### config.mk
export PLATFORM = sky130hd
export DESIGN_NAME = pe_traffic_gen_flat
export DESIGN_NICKNAME = d
export VERILOG_FILES = /design/src/rtl/pe_traffic_gen_if.sv /design/src/rtl/pe_traffic_gen.sv /design/src/flat_wrapper.sv
export SDC_FILE = /design/constraint.sdc
export NUM_CORES = 1
export LEC_CHECK = 0
export ABC_AREA = 1
export BUFFER_PORTS_ARGS = -buffer_cell sky130_fd_sc_hd__clkbuf_2
export CAP_MARGIN = 20
export CELL_PAD_IN_SITES_DETAIL_PLACEMENT = 0
export CELL_PAD_IN_SITES_GLOBAL_PLACEMENT = 1
export CORE_MARGIN = 2
export CORE_UTILIZATION = 39
export CTS_BUF_LIST = sky130_fd_sc_hd__clkbuf_4 sky130_fd_sc_hd__clkbuf_8
export CTS_CLUSTER_DIAMETER = 120
export DETAILED_ROUTE_END_ITERATION = 16
export GPL_TIMING_DRIVEN = 0
export PLACE_DENSITY = 0.92
export SLEW_MARGIN = 20
export SYNTH_ARGS = -nofsm -noshare
export SYNTH_HDL_FRONTEND = slang
export SYNTH_SLANG_ARGS = --single-unit
### constraint.sdc
create_clock -name clk -period 2.88 [get_ports clk]
set_input_delay 0.144 -clock clk [delete_from_list [all_inputs] [get_ports clk]]
set_output_delay 0.144 -clock clk [all_outputs]
set_load 0.02 [all_outputs]
### src/rtl/pe_traffic_gen_if.sv
// Router-port bundle for a processing element: the injection channel
// (PE -> router) and the ejection channel (router -> PE). Signal names are
// taken from the PE's point of view.
interface pe_traffic_gen_if #(
  parameter int TOTAL_WIDTH = 34
);
  // injection channel
  logic [TOTAL_WIDTH-1:0] o_data;
  logic                   o_data_valid;
  logic                   i_data_ready;
  // ejection channel
  logic [TOTAL_WIDTH-1:0] i_data;
  logic                   i_data_valid;
  logic                   o_data_ready;

  // PE side
  modport master (
    output o_data, o_data_valid, o_data_ready,
    input  i_data_ready, i_data, i_data_valid
  );

  // router side
  modport slave (
    input  o_data, o_data_valid, o_data_ready,
    output i_data_ready, i_data, i_data_valid
  );
endinterface

### src/rtl/pe_traffic_gen.sv
// Processing-element traffic generator and sink. Injects PKT_LIMIT packets
// per run with destinations from a synthetic traffic pattern, throttled by
// INJ_GAP, and counts ejected (and misrouted) packets.
module pe_traffic_gen #(
  parameter int          ADDRESS     = 0,
  parameter int          ADDR_WIDTH  = 2,
  parameter int          DATA_WIDTH  = 32,
  parameter int          TOTAL_WIDTH = ADDR_WIDTH + DATA_WIDTH,
  parameter int          PKT_LIMIT   = 100,
  parameter int          PATTERN     = 0,
  parameter int          INJ_GAP     = 0,
  parameter logic [15:0] LFSR_SEED   = 16'hACE1,
  parameter int          CNT_WIDTH   = 16
) (
  input  logic                 clk,
  input  logic                 rst,
  input  logic                 i_start,
  pe_traffic_gen_if.master     bus,
  output logic                 o_busy,
  output logic                 o_done,
  output logic [CNT_WIDTH-1:0] o_sent_count,
  output logic [CNT_WIDTH-1:0] o_rcvd_count,
  output logic [CNT_WIDTH-1:0] o_err_count
);

  localparam int NUM_PE = 2 ** ADDR_WIDTH;
  localparam int SEQ_W  = $clog2(PKT_LIMIT + 1);
  localparam int GAP_W  = (INJ_GAP > 1) ? $clog2(INJ_GAP) : 1;

  localparam logic [ADDR_WIDTH-1:0] MY_ADDR     = ADDR_WIDTH'(ADDRESS);
  localparam logic [ADDR_WIDTH-1:0] TORNADO_OFS = ADDR_WIDTH'((NUM_PE + 1) / 2);
  localparam logic [DATA_WIDTH-1:0] PAY_BASE    = DATA_WIDTH'(PKT_LIMIT * ADDRESS);
  localparam logic [15:0]           LFSR_INIT   = LFSR_SEED ^ 16'(ADDRESS);

  localparam logic [2:0] S_IDLE = 3'd0;
  localparam logic [2:0] S_LOAD = 3'd1;
  localparam logic [2:0] S_SEND = 3'd2;
  localparam logic [2:0] S_GAP  = 3'd3;
  localparam logic [2:0] S_DONE = 3'd4;

  logic [2:0]             r_state;
  logic [TOTAL_WIDTH-1:0] r_data;
  logic                   r_valid;
  logic [SEQ_W-1:0]       r_seq;
  logic [GAP_W-1:0]       r_gap_cnt;
  logic [15:0]            r_lfsr;
  logic [CNT_WIDTH-1:0]   r_sent;
  logic [CNT_WIDTH-1:0]   r_rcvd;
  logic [CNT_WIDTH-1:0]   r_err;

  logic [ADDR_WIDTH-1:0]  w_dest;
  logic [DATA_WIDTH-1:0]  w_payload;
  logic [TOTAL_WIDTH-1:0] w_flit;
  logic [15:0]            w_lfsr_next;
  logic                   w_start;
  logic                   w_xfer;
  logic                   w_last;
  logic [ADDR_WIDTH-1:0]  w_ej_dest;
  logic                   w_misrouted;
  logic [DATA_WIDTH-1:0]  w_unused_payload;

  function automatic logic [CNT_WIDTH-1:0] sat_inc(input logic [CNT_WIDTH-1:0] v);
    return (&v) ? v : v + CNT_WIDTH'(1);
  endfunction

  // Destination of the current packet for the selected traffic pattern.
  always_comb begin
    // NOTE: default assignment first so no path through the case leaves w_dest unassigned (no latch).
    w_dest = MY_ADDR;
    case (PATTERN)
      0: w_dest = r_lfsr[ADDR_WIDTH-1:0];
      1: w_dest = ~MY_ADDR;
      2: for (int j = 0; j < ADDR_WIDTH; j++) w_dest[j] = MY_ADDR[ADDR_WIDTH-1-j];
      3: for (int j = 0; j < ADDR_WIDTH; j++) w_dest[j] = MY_ADDR[(j + 1) % ADDR_WIDTH];
      4: for (int j = 0; j < ADDR_WIDTH; j++) w_dest[j] = MY_ADDR[(j + ADDR_WIDTH / 2) % ADDR_WIDTH];
      5: w_dest = MY_ADDR + TORNADO_OFS;
      6: w_dest = MY_ADDR + ADDR_WIDTH'(1);
      default: w_dest = MY_ADDR;
    endcase
  end

  assign w_payload   = PAY_BASE + DATA_WIDTH'(r_seq);
  assign w_flit      = {w_dest, w_payload};
  assign w_lfsr_next = {r_lfsr[14:0], r_lfsr[15] ^ r_lfsr[13] ^ r_lfsr[12] ^ r_lfsr[10]};
  assign w_start     = i_start && (r_state == S_IDLE || r_state == S_DONE);
  assign w_xfer      = r_valid && bus.i_data_ready;
  assign w_last      = (r_seq == SEQ_W'(PKT_LIMIT - 1));

  assign w_ej_dest        = bus.i_data[DATA_WIDTH +: ADDR_WIDTH];
  assign w_misrouted      = (w_ej_dest != MY_ADDR);
  assign w_unused_payload = bus.i_data[DATA_WIDTH-1:0];

  // Injection FSM: builds each flit, holds it until accepted, then spaces
  // the next one by the programmed gap. GAP presents the next flit on its
  // last counted cycle so exactly INJ_GAP cycles pass with valid low.
  always_ff @(posedge clk or posedge rst) begin
    if (rst) begin
      r_state   <= S_IDLE;
      r_data    <= '0;
      r_valid   <= 1'b0;
      r_seq     <= '0;
      r_gap_cnt <= '0;
      r_lfsr    <= LFSR_INIT;
      r_sent    <= '0;
    end else begin
      // NOTE: non-blocking assignments so every register samples pre-edge values.
      case (r_state)
        S_IDLE, S_DONE: begin
          if (i_start) begin
            r_state <= S_LOAD;
            r_seq   <= '0;
            r_sent  <= '0;
          end
        end
        S_LOAD: begin
          r_data  <= w_flit;
          r_valid <= 1'b1;
          r_state <= S_SEND;
        end
        S_SEND: begin
          if (w_xfer) begin
            r_sent  <= sat_inc(r_sent);
            r_seq   <= r_seq + SEQ_W'(1);
            r_lfsr  <= w_lfsr_next;
            r_valid <= 1'b0;
            if (w_last) begin
              r_state <= S_DONE;
            end else if (INJ_GAP == 0) begin
              r_state <= S_LOAD;
            end else begin
              r_state   <= S_GAP;
              r_gap_cnt <= GAP_W'(INJ_GAP - 1);
            end
          end
        end
        S_GAP: begin
          if (r_gap_cnt == '0) begin
            r_data  <= w_flit;
            r_valid <= 1'b1;
            r_state <= S_SEND;
          end else begin
            r_gap_cnt <= r_gap_cnt - GAP_W'(1);
          end
        end
        default: r_state <= S_IDLE;
      endcase
    end
  end

  // Ejection sink: counts every ejected flit and those addressed elsewhere;
  // a new run clears the counts but still counts a flit arriving on that edge.
  always_ff @(posedge clk or posedge rst) begin
    if (rst) begin
      r_rcvd <= '0;
      r_err  <= '0;
    end else if (w_start) begin
      r_rcvd <= CNT_WIDTH'(bus.i_data_valid);
      r_err  <= CNT_WIDTH'(bus.i_data_valid && w_misrouted);
    end else if (bus.i_data_valid) begin
      r_rcvd <= sat_inc(r_rcvd);
      if (w_misrouted) r_err <= sat_inc(r_err);
    end
  end

  assign bus.o_data       = r_data;
  assign bus.o_data_valid = r_valid;
  assign bus.o_data_ready = 1'b1;
  assign o_busy           = (r_state == S_LOAD) || (r_state == S_SEND) || (r_state == S_GAP);
  assign o_done           = (r_state == S_DONE);
  assign o_sent_count     = r_sent;
  assign o_rcvd_count     = r_rcvd;
  assign o_err_count      = r_err;

endmodule
### src/flat_wrapper.sv
// flat-port wrapper written by rule: the top's interface ports become plain ports
module pe_traffic_gen_flat 
#(
  parameter int          ADDRESS     = 0,
  parameter int          ADDR_WIDTH  = 2,
  parameter int          DATA_WIDTH  = 32,
  parameter int          TOTAL_WIDTH = ADDR_WIDTH + DATA_WIDTH,
  parameter int          PKT_LIMIT   = 100,
  parameter int          PATTERN     = 0,
  parameter int          INJ_GAP     = 0,
  parameter logic [15:0] LFSR_SEED   = 16'hACE1,
  parameter int          CNT_WIDTH   = 16
)
  (clk, rst, i_start, o_busy, o_done, o_sent_count, o_rcvd_count, o_err_count, bus_o_data, bus_o_data_valid, bus_o_data_ready, bus_i_data_ready, bus_i_data, bus_i_data_valid);
  pe_traffic_gen_if #(.TOTAL_WIDTH(TOTAL_WIDTH)) bus_i ();
  input  logic clk;
  input  logic rst;
  input  logic i_start;
  output logic o_busy;
  output logic o_done;
  output logic [CNT_WIDTH-1:0] o_sent_count;
  output logic [CNT_WIDTH-1:0] o_rcvd_count;
  output logic [CNT_WIDTH-1:0] o_err_count;
  output wire logic [$bits(bus_i.o_data)-1:0] bus_o_data;
  output wire logic [$bits(bus_i.o_data_valid)-1:0] bus_o_data_valid;
  output wire logic [$bits(bus_i.o_data_ready)-1:0] bus_o_data_ready;
  input wire logic [$bits(bus_i.i_data_ready)-1:0] bus_i_data_ready;
  input wire logic [$bits(bus_i.i_data)-1:0] bus_i_data;
  input wire logic [$bits(bus_i.i_data_valid)-1:0] bus_i_data_valid;
  assign bus_o_data = bus_i.o_data;
  assign bus_o_data_valid = bus_i.o_data_valid;
  assign bus_o_data_ready = bus_i.o_data_ready;
  assign bus_i.i_data_ready = bus_i_data_ready;
  assign bus_i.i_data = bus_i_data;
  assign bus_i.i_data_valid = bus_i_data_valid;
  pe_traffic_gen #(.ADDRESS(ADDRESS), .ADDR_WIDTH(ADDR_WIDTH), .DATA_WIDTH(DATA_WIDTH), .TOTAL_WIDTH(TOTAL_WIDTH), .PKT_LIMIT(PKT_LIMIT), .PATTERN(PATTERN), .INJ_GAP(INJ_GAP), .LFSR_SEED(LFSR_SEED), .CNT_WIDTH(CNT_WIDTH)) u_core (.clk(clk), .rst(rst), .i_start(i_start), .bus(bus_i), .o_busy(o_busy), .o_done(o_done), .o_sent_count(o_sent_count), .o_rcvd_count(o_rcvd_count), .o_err_count(o_err_count));
endmodule
==> results_dict.tcl <==
set metrics [dict create \
    status "finished clean" \
    hold_slack_ps 62.1 \
    overflow 0 \
    power_frac_comb 0.369 \
    power_mw 4.18 \
    cts_tree "built" \
    synthToLayoutAreaGrowth_pct 17.8 \
    die_w_um 115 \
    initial_core_util 0.399 \
    clk_latency_ps 380 \
    rows 40 \
    crit_type "reg2reg" \
    post-place-cells 890 \
    ios 125 \
    clock-sinks 84 \
    p_per_area_mw_per_mm2 741 \
    maxCapViolations 0 \
    synth_area_mm2 0.00479 \
    syn_area_per_cell_um2 7.35 \
    final_nets 798 \
    place_ws_ps 1090 \
    yosys.cell_types.count 32 \
    grt_max_degree 53 \
    holdCritPathClass "in2reg" \
    setup_ws_ps 1070 \
    finClkSkew_ps 7.37 \
    drt_iter0_markers 205 \
    cts.path.max_buffers 2 \
    p_switching_mw 1.72 \
    clk_pin_slew_ps 90 \
    layout.cells.non_filler 907 \
    cts.htree.levels 3 \
    rsz0062_at_grt "false" \
    pwr-share-seq 0.420 \
    synth_area_leaders "dfrtp_1, nand2_1, nor2_1" \
    via_per_inst 4.79 \
    ys_ff_latch 84 \
    drc_errors 0 \
    fmax_mhz 552 \
    wl_mm 11.1 \
    gp_congestion 0.867 \
    die-area_mm2 0.0132 \
    grtUsageTotal 0.177 \
    ir_drop_v 0.000345 \
    cp.arrival_ps 2060 \
    vias 4348 \
    diodes 0 \
    yosys_warnings 0 \
    final_hold_viol_count 0 \
    grt_pass1_vias 4105 \
    yosysTopAreaCell "dfrtp_1" \
    wl_per_cell_um 12.2 \
    grt_antenna_before_repair 0 \
    multi_input_area_mm2 0.00225 \
    internal-power_mw 2.46 \
    register_area_mm2 0.00211 \
    worstPathRequired_ps 3130 \
    slew_viol_final 0 \
    syn_inst 652 \
    clock-root-buffer "clkbuf_8" \
    cp_max_fo 7 \
    final_common_cell "nand2_1" \
    numCtsBuffers 9 \
    portBuffers 66 \
    yosysSeqAreaShare 0.441 \
    fill_cells 1188 \
    layout_common_cells "nand2_1, nor2_1, dfrtp_1, clkbuf_2, inv_1" \
    end_kind "flip-flop" \
    final_layout_size_suffix_gt1_frac 0.196 \
    place_hpwl_mm 8.18 \
    finalCriticalPeriod_ps 1810 \
    yosysTopAreaCellShare 0.397 \
    setup-violations-final 0 \
    p_clk_frac 0.212 \
    antenna_left 0 \
    core_area_mm2 0.0120 \
    cp-start-kind "flip-flop" \
    final.period_utilization 0.629 \
    p_leak_nw 2.88 \
    die_h_um 115 \
    first_pass_iters 4 \
    grt_pass1_wl_mm 18.8 \
    switching_share 0.411 \
]
==> state kept, by name, summed over array words and instances (netlist names) <==
register,count
u_core.bus.o_data_valid,1
u_core.o_sent_count,16
u_core.r_state,3
u_core.bus.o_data,9
u_core.r_seq,7
u_core.r_lfsr,16
u_core.o_rcvd_count,16
u_core.o_err_count,16
==> cells by family after synthesis <==
| family | count (synthesis) | share of synthesized area |
|---|---|---|
| and+or+nand+nor | 370 | 0.328 |
| buffers and inverters | 105 | 0.108 |
| DFF | 84 | 0.441 |
| AOI/OAI and AO/OA | 66 | 0.0726 |
| xor gates and xnor gates | 20 | 0.0366 |
| adders and majority gates | 4 | 0.0104 |
| other | 2 | 0.00157 |
| muxes | 1 | 0.00235 |
==> routing by layer <==
layer  vias up  track usage  share of wire
li1       2219            -              -
met1      2021        0.225           0.47
met2        98        0.292           0.48
met3        10       0.0501          0.045
met4         0       0.0578          0.010
met5         -            0              0
==> through the flow <==
step	util	TNS, ps	instance area [µm²]
after CTS	0.470	0	5640
after floorplan	-	0	4880
final	0.470	0	5640
after global placement	0.449	-37310	5400
after global routing	0.470	0	5640
after detailed placement	0.452	0	5430
==> synth_stat cells, drive strengths merged <==
master / number
xor2: 16
nand3: 49
nand3b: 1
dfstp: 8
clkbuf: 5
xnor2: 4
ha: 4
o21ai: 46
nand2: 205
or2: 3
inv: 67
nand4: 17
a21oi: 16
o21bai: 2
o211ai: 2
conb: 2
nor2: 87
nor3b: 1
dfrtp: 76
nor3: 7
buf: 33
mux2: 1
==> power by group through the flow <==
stage | sequential [mW] | clock, mW | combinational, mW
finish | 1.75 | 0.885 | 1.54
floorplan | 1.88 | 0 | 0.966
global route | 1.80 | 0.970 | 1.73
detailed placement | 1.78 | 0 | 1.55
CTS | 1.75 | 0.915 | 1.56
global placement | 1.76 | 0 | 1.50
==> path summary, 6_finish.rpt <==
kind                                        start                       to  slack (ps)  depth (start not counted)
setup / recovery           u_core.o_sent_count[0]  u_core.o_sent_count[14]        1070                          8
hold / removal                   bus_i_data_valid   u_core.o_rcvd_count[0]          60                          3
setup reg to reg           u_core.o_sent_count[0]  u_core.o_sent_count[14]        1070                          8
hold reg to reg                  u_core.r_lfsr[7]         u_core.r_lfsr[7]         480                          2
max in group asynchronous                     rst         u_core.r_lfsr[6]        1900                          4
min in group asynchronous                     rst   u_core.o_rcvd_count[9]         320                          3
==> cell type report <==
type / instances / share of cell area
buffer: 38 / 0.0468
clock buffer: 12 / 0.0282
clock inverter: 4 / 0.00843
inverter: 67 / 0.0450
multi-input combinational: 487 / 0.399
sequential: 84 / 0.374
tap: 147 / 0.0326
timing repair buffer: 68 / 0.0652
==> critical path, stage by stage, from the launching register on <==
cell,delay [ps]
dfrtp_1,450
ha_1,310
nand2_2,90
nor2_2,140
nand2_1,90
nor2_1,130
nand2_1,70
nand3_1,290
o21ai_0,130
==> what timing repair did <==
action / 4_1_cts / 5_1_grt
endpoints found under the hold margin: 32 / 0
buffers inserted: 0 / 0
hold buffers: 1 / 0
gates resized for setup: 0 / 0
No activity file was read; power rests on OpenSTA's default activity.
